<file path="src/rtl/sel_arb_pkg.sv">
// Shared types and helpers for the round-robin select arbiter and its
// rotating priority encoder.
package sel_arb_pkg;

    localparam int NUM_REQ = 8;
    localparam int IDX_W   = 3;

    typedef enum logic [1:0] {
        IDLE  = 2'd0,
        GRANT = 2'd1,
        GAP   = 2'd2
    } state_t;

    function automatic logic [NUM_REQ-1:0] onehot(input logic [IDX_W-1:0] idx);
        logic [NUM_REQ-1:0] r;
        r      = '0;
        r[idx] = 1'b1;
        return r;
    endfunction

    // Lowest set bit wins; callers only pass one-hot or zero vectors.
    function automatic logic [IDX_W-1:0] to_index(input logic [NUM_REQ-1:0] oh);
        logic [IDX_W-1:0] r;
        r = '0;
        for (int i = NUM_REQ - 1; i >= 0; i--) begin
            if (oh[i]) r = IDX_W'(i);
        end
        return r;
    endfunction

endpackage

</file>
<file path="src/rtl/rr_pick.sv">
// Rotating priority encoder: first set request strictly after ptr, wrapping,
// with ptr itself considered last.
module rr_pick
    import sel_arb_pkg::*;
(
    input  logic [NUM_REQ-1:0] req,
    input  logic [IDX_W-1:0]   ptr,
    output logic [IDX_W-1:0]   idx,
    output logic               valid
);

    logic [IDX_W-1:0] cand;

    // Walk offsets from farthest to nearest so the nearest hit overwrites.
    always_comb begin
        idx   = '0;
        valid = 1'b0;
        cand  = '0;
        for (int i = NUM_REQ; i >= 1; i--) begin
            cand = ptr + IDX_W'(i);
            if (req[cand]) begin
                idx   = cand;
                valid = 1'b1;
            end
        end
    end

endmodule

</file>
<file path="src/rtl/rr_select_arbiter.sv">
// Round-robin owner of a shared 3-to-8 decoder: registered select code and
// enable, bounded hold time, and a dead gap between consecutive grants.
module rr_select_arbiter
    import sel_arb_pkg::*;
#(
    parameter int MAX_HOLD   = 16,
    parameter int GAP_CYCLES = 1
) (
    input  logic       CLK,
    input  logic       RESET,
    input  logic [7:0] REQ,
    output logic [7:0] GNT,
    output logic [2:0] SEL,
    output logic       SEL_EN,
    output logic       BUSY,
    output logic       TIMEOUT
);

    localparam logic [7:0] HOLD_LAST = 8'(MAX_HOLD - 1);
    localparam logic [3:0] GAP_LAST  = 4'(GAP_CYCLES - 1);

    state_t           state;
    logic [IDX_W-1:0] last_ptr;
    logic [7:0]       hold_cnt;
    logic [3:0]       gap_cnt;
    logic [IDX_W-1:0] pick_idx;
    logic             pick_valid;

    rr_pick u_pick (
        .req   (REQ),
        .ptr   (last_ptr),
        .idx   (pick_idx),
        .valid (pick_valid)
    );

    always_ff @(posedge CLK) begin
        if (RESET) begin
            state    <= IDLE;
            GNT      <= '0;
            SEL      <= '0;
            SEL_EN   <= 1'b0;
            BUSY     <= 1'b0;
            TIMEOUT  <= 1'b0;
            last_ptr <= 3'd7;
            hold_cnt <= '0;
            gap_cnt  <= '0;
        end else begin
            case (state)
                IDLE: begin
                    TIMEOUT <= 1'b0;
                    if (pick_valid) begin
                        state    <= GRANT;
                        GNT      <= onehot(pick_idx);
                        SEL      <= pick_idx;
                        SEL_EN   <= 1'b1;
                        BUSY     <= 1'b1;
                        last_ptr <= pick_idx;
                        hold_cnt <= '0;
                    end
                end
                GRANT: begin
                    if (hold_cnt != 8'hFF) hold_cnt <= hold_cnt + 8'd1;
                    // Release beats timeout: TIMEOUT only when the owner still wants it.
                    if (!REQ[SEL] || hold_cnt == HOLD_LAST) begin
                        state   <= GAP;
                        GNT     <= '0;
                        SEL_EN  <= 1'b0;
                        gap_cnt <= '0;
                        TIMEOUT <= REQ[SEL];
                    end
                end
                GAP: begin
                    // SEL is left untouched so the decoder inputs stay quiet.
                    TIMEOUT <= 1'b0;
                    if (gap_cnt == GAP_LAST) begin
                        state <= IDLE;
                        BUSY  <= 1'b0;
                    end else begin
                        gap_cnt <= gap_cnt + 4'd1;
                    end
                end
                default: begin
                    state   <= IDLE;
                    GNT     <= '0;
                    SEL_EN  <= 1'b0;
                    BUSY    <= 1'b0;
                    TIMEOUT <= 1'b0;
                end
            endcase
        end
    end

endmodule

</file>
<file path="config.mk">
export PLATFORM = sky130hd
export DESIGN_NAME = rr_select_arbiter
export DESIGN_NICKNAME = d
export VERILOG_FILES = /design/src/rtl/sel_arb_pkg.sv /design/src/rtl/rr_pick.sv /design/src/rtl/rr_select_arbiter.sv
export SDC_FILE = /design/constraint.sdc
export NUM_CORES = 1
export LEC_CHECK = 0
export ABC_AREA = 1
export CAP_MARGIN = 10
export CORE_AREA = 3 3 72 74
export DETAILED_ROUTE_END_ITERATION = 6
export DIE_AREA = 0 0 75 77
export PLACE_DENSITY = 0.71
export SYNTH_ARGS = -nofsm -noshare
export SYNTH_HDL_FRONTEND = slang
export SYNTH_SLANG_ARGS = --single-unit
</file>
<file path="constraint.sdc">
create_clock -name CLK -period 5.7 [get_ports CLK]
set_input_delay 1.425 -clock CLK [delete_from_list [all_inputs] [get_ports CLK]]
set_output_delay 1.425 -clock CLK [all_outputs]
set_load 0.02 [all_outputs]
</file>
==> flow_metrics.py <==
metrics = {
    "worst_hold_path": {
        "hold_class": "register to register",
    },
    "worst_setup_path": {
        "crit_path_start_kind": "primary input",
        "cp.required_ns": 5.88,
        "crit_buf_inv": 2,
        "max_stage_delay_ns": 0.57,
        "crit_path_top_delay_cell": "clkdlybuf4s50_1",
        "cp.arrival_ns": 3.71,
        "cp_top_family": "buffers and inverters",
        "crit_chain": "clkdlybuf4s50_1 > nand2_1 > nand3_2 > nand3_1 > nand2_1 > nor2_2 > nand4_4 > nor2_4 > a21oi_2 > clkinv_1 > o21ai_1 > a21oi_2",
        "end_kind": "register",
        "crit_fanout": 11,
        "worst-setup-path-type": "primary input to register",
    },
    "clocking": {
        "clockRootBuffer": "clkbuf_8",
        "cts_tree": "yes",
        "cts_max_path_buffers": 2,
        "clkSlewWorstSetupHoldPaths_ns": 0.07,
        "cts_setup_buffers": 0,
        "clock_latency_ns": 0.29,
        "numCtsBuffers": 5,
        "cts_htree_levels": 2,
        "hold_buffers": 0,
        "cts_resized": 0,
        "cts.sinks": 31,
    },
    "die": {
        "die_width_um": 75,
        "dieArea_um2": 5775,
        "start_util": 0.4937,
        "row_count": 25,
        "fp.dieH_um": 77,
        "num_io_pins": 24,
        "core_area_um2": 4661,
    },
    "sta": {
        "fin_crit_ns": 3.527,
        "finalCritPeriodShare": 0.6187,
        "rsz0062_at_grt": "no",
        "fmaxAchievable_ghz": 0.2836,
        "fin_setup_tns_ns": 0,
        "hold_viol_final": 0,
        "slew_headroom": 0.3862,
        "whs_ns": 0.4651,
        "drv_slew": 0,
        "setup_viol": 0,
        "worstMarginPinSlew_ns": 0.9179,
        "skew_ns": 0.005734,
    },
    "yosys": {
        "synth_fp_nets": 343,
        "yosys_warnings": 0,
        "syn-mean-instance-area_um2": 7.015,
        "synth_seq_cells": 31,
        "async_flop_share": 0,
        "synth_cells": 328,
        "synth.top_cell.area_share": 0.2697,
        "yosys.area.top_type": "dfxtp_1",
        "synth_area_leaders": "dfxtp_1, nand2_1, nand3_1",
        "ys_types": 42,
        "ys_seq_area_frac": 0.2697,
        "synth_edf_count": 0,
        "synthFlopType": "dfxtp_1",
        "syn_area_um2": 2301,
    },
    "grt": {
        "grt_pass1_vias": 1958,
        "grt_usage": 0.1954,
        "grt_pass1_wl_um": 8935,
        "grt_overflow": 0,
        "grt_antenna_before_repair": 0,
        "grt_max_degree": 24,
    },
    "place": {
        "dpl_cell_area_um2": 2522,
        "gp_congestion": 0.9131,
        "port-buffer-count": 23,
        "dp_hpwl_um": 3954,
    },
    "layout": {
        "final_layout_size_suffix_gt1_frac": 0.1681,
        "fin_area_um2": 2640,
        "multi_input_area_um2": 1451,
        "finish.utilization": 0.5664,
        "nets": 365,
        "fillers": 478,
        "register_area_um2": 620.6,
        "areaGrowthSynthToFinish_pct": 14.74,
        "antennaDiodeCount": 0,
    },
    "routing": {
        "vias": 2131,
        "detail_route.wl_per_cell_um": 12.71,
        "drtAntennaViolNets": 0,
        "firstDrtPassIters": 4,
        "drtIter0Drc": 197,
        "drc": 0,
        "drt_wl_total_um": 5146,
        "viasPerCell": 5.262,
    },
    "pwr": {
        "power_density_nw_per_um2": 666.4,
        "p_leak_uw": 0.001172,
        "ir_drop_mv": 0.2657,
    },
    "status": {
        "status": "completed",
    },
    "flow_run": {
        "maxCapViolCount": 0,
    },
}
-- layer usage --
metal / GRT usage / part of all wire / up-vias
li1: - / - / 1121
met1: 0.2542 / 0.46 / 983
met2: 0.3206 / 0.50 / 20
met3: 0.03145 / 0.028 / 7
met4: 0.06584 / 0.014 / 0
met5: 0 / 0 / -
-- metrics by stage --
stage | power [uW] | worst slack (ns) | std cells
after floorplan | 1307 | 2.950 | 328
after global placement | 1518 | 1.961 | 397
after detailed placement | 1528 | 1.886 | 397
after CTS | 1762 | 2.193 | 405
after global routing | 1939 | 2.014 | 405
final | 1759 | 2.173 | 405
-- cell usage in the layout, fill, tap and decap left out, types with 2 or more instances in the layout --
cell and instances:
nand3_2 13, a21oi_2 4, a211oi_1 2, nand2_1 90, ha_1 5, clkdlybuf4s50_1 23, nor2_1 13, clkbuf_8 6
o211ai_1 3, nand4_1 4, nor2_2 4, nor3b_1 2, inv_2 4, inv_1 34, dfxtp_1 31, xor2_1 3
nor2_4 2, nand2_2 7, mux2i_1 2, nand2_4 8, a21oi_1 27, nor3_1 3, nand3_1 36, nand3_4 2
o21ai_0 8
-- report_power, final --
group | switching [uW] | total, uW | internal, uW
sequential | 63.5 | 335 | 272
clock | 87.3 | 229 | 141
combinational | 787 | 1200 | 408
total | 938 | 1760 | 821
-- final timing paths --
path | end | startpoint | depth (start not counted) | slack (ns)
max | hold_cnt[2]$_SDFFE_PP0P_ | REQ[7] | 12 | 2.17
min | GNT[0]$_SDFFE_PP0P_ | GNT[0]$_SDFFE_PP0P_ | 2 | 0.47
max reg2reg | hold_cnt[2]$_SDFFE_PP0P_ | last_ptr[1]$_SDFFE_PP1P_ | 13 | 2.50
min reg2reg | GNT[0]$_SDFFE_PP0P_ | GNT[0]$_SDFFE_PP0P_ | 2 | 0.47
-- kinds of logic after synthesis --
kind of cell / Yosys count / synth area share
AOI/OAI and AO/OA: 49 / 0.1289
xor gates and xnor gates: 5 / 0.02230
DFF: 31 / 0.2697
and+or+nand+nor: 188 / 0.4437
buffers and inverters: 48 / 0.09951
adders and majority gates: 5 / 0.02719
muxes: 2 / 0.008701
-- state kept, by name, indices dropped and copies added, names as in the netlist --
name / cells
BUSY: 1
GNT: 8
hold_cnt: 8
last_ptr: 3
TIMEOUT: 1
SEL_EN: 1
gap_cnt: 4
state: 2
SEL: 3
-- worst register-to-register path: cells and delay by family (launching register included) --
kind / cells / cell delay (ns)
DFF: 1 / 0.66
and+or+nand+nor: 6 / 0.66
AOI/OAI and AO/OA: 3 / 0.65
buffers and inverters: 3 / 0.62
adders and majority gates: 1 / 0.47
-- cells in the mapped netlist (2+ instances only) --
library cell / number
nor2_4: 2
a211oi_1: 2
o21ai_0: 8
buf_6: 2
a21oi_2: 4
nand3_1: 36
nand2_2: 7
nand2_1: 90
nand2_4: 8
nor2_2: 4
nand3_4: 2
ha_1: 5
clkbuf_1: 2
inv_2: 4
nor3b_1: 2
inv_1: 34
nand3_2: 13
nand4_1: 4
a21oi_1: 27
nor3_1: 3
xor2_1: 3
dfxtp_1: 31
o211ai_1: 3
mux2i_1: 2
nor2_1: 13
-- cell type report --
type	count	area share
clock buffer	6	0.03128
timing repair buffer	23	0.08720
clock inverter	2	0.01327
multi-input combinational	249	0.5498
inverter	40	0.05782
sequential	31	0.2351
tap	54	0.02559
No activity file was read; power rests on OpenSTA's default activity.
